**config.mk**
```make
export PLATFORM = sky130hd
export DESIGN_NAME = hazard_stall_unit
export DESIGN_NICKNAME = d
export VERILOG_FILES = /design/src/rtl/hazard_pkg.sv /design/src/rtl/fwd_sel.sv /design/src/rtl/hazard_stall_unit.sv
export SDC_FILE = /design/constraint.sdc
export NUM_CORES = 1
export LEC_CHECK = 0
export ABC_AREA = 1
export CORE_MARGIN = 2
export CORE_UTILIZATION = 35
export DETAILED_ROUTE_END_ITERATION = 8
export PLACE_DENSITY = 0.66
export SETUP_SLACK_MARGIN = 0.15
export SYNTH_ARGS = -nofsm -noshare
export SYNTH_HDL_FRONTEND = slang
export SYNTH_HIERARCHICAL = 1
export SYNTH_SLANG_ARGS = --single-unit
export TNS_END_PERCENT = 50
```
**constraint.sdc**
```tcl
create_clock -name clk -period 2.1 [get_ports clk]
set_clock_uncertainty 0.2 [all_clocks]
set_input_delay 0.21 -clock clk [delete_from_list [all_inputs] [get_ports clk]]
set_output_delay 0.21 -clock clk [all_outputs]
set_load 0.01 [all_outputs]
```
**src/rtl/hazard_pkg.sv**
```systemverilog
// Shared encodings for the pipeline hazard/stall controller: FSM states, forwarding selects
// and the bundle of stage enables/flushes.
package hazard_pkg;

    typedef logic [1:0] state_t;

    localparam state_t StRun     = 2'd0;
    localparam state_t StLdStall = 2'd1;
    localparam state_t StFlush   = 2'd2;
    localparam state_t StMemWait = 2'd3;

    localparam logic [1:0] FWD_RF  = 2'b00;
    localparam logic [1:0] FWD_MEM = 2'b01;
    localparam logic [1:0] FWD_WB  = 2'b10;

    typedef struct packed {
        logic pc_en;
        logic if_id_en;
        logic id_exe_en;
        logic exe_mem_en;
        logic flush_if_id;
        logic flush_id_exe;
    } ctl_t;

    localparam ctl_t CTL_RUN    = 6'b1111_00;
    localparam ctl_t CTL_BUBBLE = 6'b0011_01;
    localparam ctl_t CTL_FLUSH  = 6'b1111_11;
    localparam ctl_t CTL_FREEZE = 6'b0000_00;
    localparam ctl_t CTL_RESET  = 6'b0000_11;

endpackage

```
**src/rtl/fwd_sel.sv**
```systemverilog
// Forwarding select for one EXE source operand; the MEM-stage producer is younger than WB, so it wins.
module fwd_sel
    import hazard_pkg::*;
#(
    parameter int unsigned REG_W    = 4,
    parameter int unsigned ZERO_REG = 1
) (
    input  logic [REG_W-1:0] src_i,
    input  logic [REG_W-1:0] rd_mem_i,
    input  logic             mem_wr_i,
    input  logic [REG_W-1:0] rd_wb_i,
    input  logic             wb_wr_i,
    output logic [1:0]       fwd_o
);

    logic src_ok;

    always_comb begin
        src_ok = (ZERO_REG == 0) || (src_i != '0);
        fwd_o  = FWD_RF;
        if (src_ok && mem_wr_i && (rd_mem_i == src_i)) begin
            fwd_o = FWD_MEM;
        end else if (src_ok && wb_wr_i && (rd_wb_i == src_i)) begin
            fwd_o = FWD_WB;
        end
    end

endmodule

```
**src/rtl/hazard_stall_unit.sv**
```systemverilog
// Pipeline control around REG_EXE: load-use bubbles, branch flushes, memory-wait freezes,
// operand forwarding selects and a saturating stall-cycle counter.
module hazard_stall_unit
    import hazard_pkg::*;
#(
    parameter int unsigned REG_W        = 4,
    parameter int unsigned CNT_W        = 16,
    parameter int unsigned FLUSH_CYCLES = 1,
    parameter int unsigned ZERO_REG     = 1
) (
    input  logic             clk,
    input  logic             rst_n,
    input  logic [REG_W-1:0] i_Ra_id,
    input  logic [REG_W-1:0] i_Rb_id,
    input  logic             i_id_valid,
    input  logic [REG_W-1:0] i_Ra_exe,
    input  logic [REG_W-1:0] i_Rb_exe,
    input  logic [REG_W-1:0] i_rd_exe,
    input  logic             i_exe_load,
    input  logic [REG_W-1:0] i_rd_mem,
    input  logic [REG_W-1:0] i_rd_wb,
    input  logic             i_mem_wr,
    input  logic             i_wb_wr,
    input  logic             i_branch_taken,
    input  logic             i_mem_busy,
    input  logic             i_cnt_clr,
    output logic             o_pc_en,
    output logic             o_if_id_en,
    output logic             o_id_exe_en,
    output logic             o_exe_mem_en,
    output logic             o_flush_if_id,
    output logic             o_flush_id_exe,
    output logic [1:0]       o_fwdA,
    output logic [1:0]       o_fwdB,
    output logic [CNT_W-1:0] o_stall_cnt
);

    localparam int unsigned FC_W = (FLUSH_CYCLES > 2) ? $clog2(FLUSH_CYCLES) : 1;

    state_t          state_q, state_d;
    logic [FC_W-1:0] fcnt_q, fcnt_d;
    logic [CNT_W-1:0] cnt_q;

    logic            hz;
    ctl_t            run_ctl, ctl;
    state_t          run_next;
    logic [FC_W-1:0] run_fcnt;
    logic [1:0]      fwd_a, fwd_b;

    // Decision taken in RUN; LDSTALL and an exiting MEMWAIT reuse it unchanged.
    always_comb begin
        hz = i_id_valid && i_exe_load && ((ZERO_REG == 0) || (i_rd_exe != '0)) &&
             ((i_rd_exe == i_Ra_id) || (i_rd_exe == i_Rb_id));
        run_ctl  = CTL_RUN;
        run_next = StRun;
        run_fcnt = fcnt_q;
        if (i_branch_taken) begin
            run_ctl = CTL_FLUSH;
            if (FLUSH_CYCLES > 1) begin
                run_next = StFlush;
                run_fcnt = FC_W'(FLUSH_CYCLES - 2);
            end
        end else if (i_mem_busy) begin
            run_ctl  = CTL_FREEZE;
            run_next = StMemWait;
        end else if (hz) begin
            run_ctl  = CTL_BUBBLE;
            run_next = StLdStall;
        end
    end

    always_comb begin
        ctl     = run_ctl;
        state_d = run_next;
        fcnt_d  = run_fcnt;
        case (state_q)
            StRun, StLdStall: ;
            StFlush: begin
                // Only NOPs sit in EXE here, so any branch indication is stale.
                ctl = CTL_FLUSH;
                if (fcnt_q == '0) begin
                    state_d = StRun;
                    fcnt_d  = fcnt_q;
                end else begin
                    state_d = StFlush;
                    fcnt_d  = fcnt_q - FC_W'(1);
                end
            end
            StMemWait: begin
                if (i_mem_busy) begin
                    ctl     = CTL_FREEZE;
                    state_d = StMemWait;
                    fcnt_d  = fcnt_q;
                end
            end
            default: state_d = StRun;
        endcase
        if (!rst_n) begin
            ctl = CTL_RESET;
        end
    end

    always_ff @(posedge clk) begin
        if (!rst_n) begin
            state_q <= StRun;
            fcnt_q  <= '0;
        end else begin
            state_q <= state_d;
            fcnt_q  <= fcnt_d;
        end
    end

    always_ff @(posedge clk) begin
        if (!rst_n || i_cnt_clr) begin
            cnt_q <= '0;
        end else if (!ctl.pc_en && (cnt_q != '1)) begin
            cnt_q <= cnt_q + CNT_W'(1);
        end
    end

    fwd_sel #(
        .REG_W    (REG_W),
        .ZERO_REG (ZERO_REG)
    ) u_fwd_a (
        .src_i    (i_Ra_exe),
        .rd_mem_i (i_rd_mem),
        .mem_wr_i (i_mem_wr),
        .rd_wb_i  (i_rd_wb),
        .wb_wr_i  (i_wb_wr),
        .fwd_o    (fwd_a)
    );

    fwd_sel #(
        .REG_W    (REG_W),
        .ZERO_REG (ZERO_REG)
    ) u_fwd_b (
        .src_i    (i_Rb_exe),
        .rd_mem_i (i_rd_mem),
        .mem_wr_i (i_mem_wr),
        .rd_wb_i  (i_rd_wb),
        .wb_wr_i  (i_wb_wr),
        .fwd_o    (fwd_b)
    );

    assign o_pc_en        = ctl.pc_en;
    assign o_if_id_en     = ctl.if_id_en;
    assign o_id_exe_en    = ctl.id_exe_en;
    assign o_exe_mem_en   = ctl.exe_mem_en;
    assign o_flush_if_id  = ctl.flush_if_id;
    assign o_flush_id_exe = ctl.flush_id_exe;
    assign o_fwdA         = rst_n ? fwd_a : FWD_RF;
    assign o_fwdB         = rst_n ? fwd_b : FWD_RF;
    assign o_stall_cnt    = cnt_q;

endmodule

```
# After elaboration in Yosys (flattened, before gate mapping)
# Cells that the tools add are included.
[classes] n_reduce_logical=19 div=0 muxes=19 n_eq_ne=9 magnitude_cmp=0 n_mul=0 bitwise_logic=0 shift=0 addsub=2
[op_table] cell="6-bit 2-to-1 mux" n=5
[op_table] cell="4-bit == test" n=6
[op_table] cell="2-bit 2-to-1 mux" n=10
[op_table] cell="16-bit by 1-bit adder with 16-bit output, second input constant" n=1
[op_table] cell="16-bit != test, second input constant" n=1
[op_table] cell="1-bit logical AND" n=12
[op_table] cell="6-bit one-hot mux with 2 select lines" n=1
[op_table] cell="4-bit nonzero test" n=3
[op_table] cell="2-bit == test, second input constant" n=2
[op_table] cell="2-bit one-hot mux with 2 select lines" n=1
[op_table] cell="1-bit zero test" n=2
[op_table] cell="1-bit logical OR" n=2
[op_table] cell="1-bit 2-to-1 mux" n=2
[op_table] cell="1-bit subtractor, second input constant" n=1
[word_totals] regBits=19 latch_bits=0 wordCells=52 n_memories=0 in_bits=37 ramBits=0 mem_bits_ro=0 output_inout_bits=26

# Longest topological paths before layout
[logic_depth] ltp_word=11 ltp_mapped=14 mapped_depth_nobuf=13

# Cells and area by module
# The synthesis kept the hierarchy.
[by_module_without_submodules] module="hazard_stall_unit" n_inst=1 seq_area_each_um2=360.3 area_each_um2=1355.0 cells_each=217
[by_module_without_submodules] module="fwd_sel" n_inst=2 seq_area_each_um2=0.0 area_each_um2=188.9 cells_each=46

# Worst setup path before layout
# No wires, ideal clock.
[synth_timing] path_kind="reg2reg" startpoint="reg cnt_q[0], in the netlist o_stall_cnt[0]" endpoint="reg cnt_q[0], in the netlist o_stall_cnt[0]" path_stages_with_launch=8 setup_time_ns=0.115 path_slack_ns=0.228 t_arrival_ns=1.557 synth_period_minus_slack_ns=1.872 cell_sequence="dfxtp_1 ha_1 nand3_1 nor2_4 nand4_4 buf_2 a21oi_1 nor2_1"
[synth_between] elab_chain_cells=2
[synth_rtl] item="from (decl)" line_no="hazard_stall_unit.sv:42" source="logic [CNT_W-1:0] cnt_q;"
[synth_rtl] item="from (signal assigned)" line_no="hazard_stall_unit.sv:117" source="cnt_q <= cnt_q + CNT_W'(1);"
[synth_rtl] item="branches (longest 2 deep; another with 16-bit by 1-bit adder with 16-bit output)"
# Several ways; the timed one is not identified.
# A chain may end at the register's enable or synchronous reset.

# Worst setup path after layout
[layout_timing] startpoint="in i_Ra_exe[2]" endpoint="out o_fwdA[1]"
[layout_between] elab_chain_cells=6
[layout_rtl] item="from (decl)" line_no="hazard_stall_unit.sv:16" source="input logic [REG_W-1:0] i_Ra_exe,"
[layout_rtl] item="4-bit nonzero test" line_no="fwd_sel.sv:19" source="src_ok = (ZERO_REG == 0) || (src_i != '0);"
[layout_rtl] item="1-bit logical AND (2 in series)" line_no="fwd_sel.sv:23" source="end else if (src_ok && wb_wr_i && (rd_wb_i == src_i)) begin"
[layout_rtl] item="2-bit 2-to-1 mux" line_no="fwd_sel.sv:23"
[layout_rtl] item="2-bit 2-to-1 mux (*)" line_no="fwd_sel.sv:21" source="if (src_ok && mem_wr_i && (rd_mem_i == src_i)) begin"
[layout_rtl] item="net fwd_a[1]" line_no="hazard_stall_unit.sv:48" source="logic [1:0] fwd_a, fwd_b;"
[layout_rtl] item="2-bit 2-to-1 mux (*)" line_no="hazard_stall_unit.sv:151" source="assign o_fwdA = rst_n ? fwd_a : FWD_RF;"
[layout_rtl] item="to (decl)" line_no="hazard_stall_unit.sv:33" source="output logic [1:0] o_fwdA,"
# The timed path passes the listed nets; every way through them passes the cells marked *.

==> impl_metrics.py <==
metrics = {
    "outcome": {
        "status": "finished, final reports clean",
    },
    "finish": {
        "drive_above_1_share": 0.120,
        "nets": 423,
        "n_antenna_cell": 0,
        "fin_cells": 451,
        "areaGrowthSynthToFinish_pct": 50.8,
    },
    "drt": {
        "wl_met1_um": 2090,
        "wl_um": 4520,
        "wl_per_cell_um": 10.0,
        "first_iter_violations": 89,
        "via_per_inst": 4.43,
        "dr.pass1.iters": 4,
        "postRouteAntennaNets": 0,
        "drc": 0,
        "dr_wl_met2_um": 2230,
        "highest-signal-layer": "met4",
        "wl_met3_um": 164,
        "vias": 1999,
    },
    "clock_network": {
        "clock-sinks": 18,
        "cts_root_buf": "clkbuf_8",
        "cts_hold_buf": 0,
        "htreeDepth": 1,
        "clockBufferDepth": 2,
        "post_cts_buffers": 0,
        "cts_tree": "done",
        "clock_latency_ns": 0.26,
        "cts_buffers": 3,
        "clkTransAtPathRegs_ns": 0.08,
    },
    "sta": {
        "worst_slack_ns": 0.167,
        "slew_violations": 0,
        "hold_viol": 0,
        "rsz0062_at_grt": "yes",
        "fin_setup_tns_ns": 0,
        "worst_pin_slew_ns": 0.501,
        "fmax_mhz": 517,
        "max_slew_margin": 0.665,
        "fin_crit_ns": 1.93,
        "period_share": 0.921,
        "setup_viol": 0,
    },
    "floorplanning": {
        "io_pins": 63,
        "die_w_um": 74.4,
        "core_area_um2": 4750,
        "die_h_um": 74.4,
        "initial_core_util": 0.364,
        "die-area_um2": 5530,
        "rows": 25,
    },
    "job": {
        "max-cap-violations": 0,
    },
    "setup_path": {
        "endpoint": "o_fwdA[1]",
        "startpoint_type": "primary input",
        "end_kind": "output port",
        "crit_type": "primary input to output port",
        "reg2reg_from": "o_stall_cnt[8]",
        "r2r_cells": 6,
        "r2r_slack_ns": 0.37,
        "worstPathArrival_ns": 1.52,
        "critPathMaxFanout": 4,
        "cp_data_required_time_ns": 1.69,
        "r2r_end": "o_stall_cnt[1]",
        "startpoint": "i_Ra_exe[2]",
    },
    "min_path": {
        "hold_path.class": "flop to flop",
    },
    "pwr": {
        "p_per_area_nw_per_um2": 338,
        "peakVddDrop_v": 0.000254,
        "p_leak_uw": 0.00144,
    },
    "place": {
        "dpl_worst_slack_ns": -0.222,
        "dp_hpwl_um": 3610,
        "dp_cells": 447,
        "gp_congestion": 0.893,
        "place.port_buffers": 62,
    },
    "yosys": {
        "synth-async-reset-ratio": 0,
        "synth.top_cells.by_count": "nand2_1 (110), inv_1 (50), nor2_1 (31), nand3_1 (27), dfxtp_1 (18)",
        "synth_cell_types": 26,
        "yosys_warnings": 6,
        "synth_top_area_frac": 0.238,
        "yosysMostFrequentCell": "nand2_1",
        "netlist_top_cells_area": "nand2_1 (24%), dfxtp_1 (21%), inv_1 (11%)",
        "synth-main-ff-cell": "dfxtp_1",
        "synth_nets": 347,
        "synth_seq_area_share": 0.208,
        "syn_area_per_cell_um2": 5.61,
        "ys_ff_latch": 18,
        "netlist_area_um2": 1730,
        "synth_cells": 309,
        "synth_edf_count": 0,
        "yosysTopAreaCell": "nand2_1",
    },
    "grt": {
        "grt_max_degree": 16,
        "overflow": 0,
        "antenna_found_initial": 0,
        "grt_pass1_vias": 1802,
        "grt_pass1_wl_um": 7340,
        "grt_usage": 0.166,
    },
}
==> how the worst min path moves through the flow <==
stage | from | to | slack (ns) | cells past startpoint
after global routing | o_stall_cnt[14] | o_stall_cnt[14] | 0.32 | 2
after detailed placement | o_stall_cnt[13] | o_stall_cnt[13] | 0.29 | 2
final | o_stall_cnt[13] | o_stall_cnt[13] | 0.30 | 2
after floorplan | i_mem_busy | state_q[1] | 0.14 | 2
after global placement | o_stall_cnt[15] | o_stall_cnt[15] | 0.29 | 2
after CTS | o_stall_cnt[13] | o_stall_cnt[13] | 0.30 | 2
==> worst max-delay path, cell delays in order <==
cell and delay (ns):
clkdlybuf4s50_1 0.53, nor2_1 0.06, nand2_1 0.08, nand2_1 0.05
inv_1 0.05, nand3_1 0.06, nor2_1 0.11, nand2_1 0.07
inv_1 0.04, dlygate4sd2_1 0.26
==> cell usage in the layout (no fill, tap or decap) <==
master           netlist  final
nor3_1                 7      7
inv_1                 50     50
nor3_4                 1      1
nand2_2                3      4
a31oi_1                2      2
nor3_2                 1      1
dlymetal6s2s_1         0     18
dfxtp_1               18     18
buf_12                 0      1
nand2_1              110    108
clkdlybuf4s15_2        0      1
xor2_1                12     12
nor2_1                31     31
dlygate4sd2_1          0     14
xnor2_1                3      3
clkbuf_8               0      4
clkdlybuf4s50_1        0     26
nand4_4                1      1
nand4_1                2      2
buf_6                  1      1
a21oi_1               16     16
nor4_4                 1      1
clkdlybuf4s15_1        0      1
buf_2                  1      1
o21ai_1                1      1
inv_2                  9      9
ha_1                   1      1
o21bai_1               1      1
buf_4                  3     15
nor2_4                 3      3
nand2_4                2      3
nand3_1               27     27
==> layout make-up <==
type,count,area (um2)
Timing Repair Buffer,78,778
Sequential cell,18,360
Tap cell,67,83.8
Clock buffer,4,55.1
Fill cell,506,2140
Inverter,59,221
Multi-Input combinational cell,225,1110
==> per-layer routing <==
metal / vias up / GRT usage
li1: 1084 / -
met2: 40 / 0.307
met1: 871 / 0.194
met4: 0 / 0.0417
met5: - / 0
met3: 4 / 0.0325
==> registers in the layout, indices dropped and copies added, names as in the netlist <==
name	count
state_q	2
o_stall_cnt	16
==> power by group <==
part	switching, uW	total (uW)	internal, uW
Clock	126	292	167
Sequential	1.37	346	345
Combinational	127	246	119
Total	254	884	630
==> metrics by stage <==
stage | instance area [um2] | hold slack [ns] | utilization | total power (uW)
floorplan | 1730 | 0.135 | - | 480
global placement | 2520 | 0.286 | 0.531 | 610
detailed placement | 2520 | 0.288 | 0.531 | 614
CTS | 2560 | 0.300 | 0.539 | 898
global route | 2610 | 0.325 | 0.550 | 939
finish | 2610 | 0.297 | 0.550 | 884
==> cell families after synthesis <==
| family | synth area share |
|---|---|
| xor gates and xnor gates | 0.0758 |
| and+or+nand+nor | 0.494 |
| DFF | 0.208 |
| adders and majority gates | 0.00722 |
| AOI/OAI and AO/OA | 0.0606 |
| buffers and inverters | 0.155 |
==> repair_timing <==
item                                    CTS  global route
resized for setup                        26            23
pin swaps                                 3             9
endpoints found under the setup margin   10            25
Note: power is estimated with default switching activity, not from simulation.
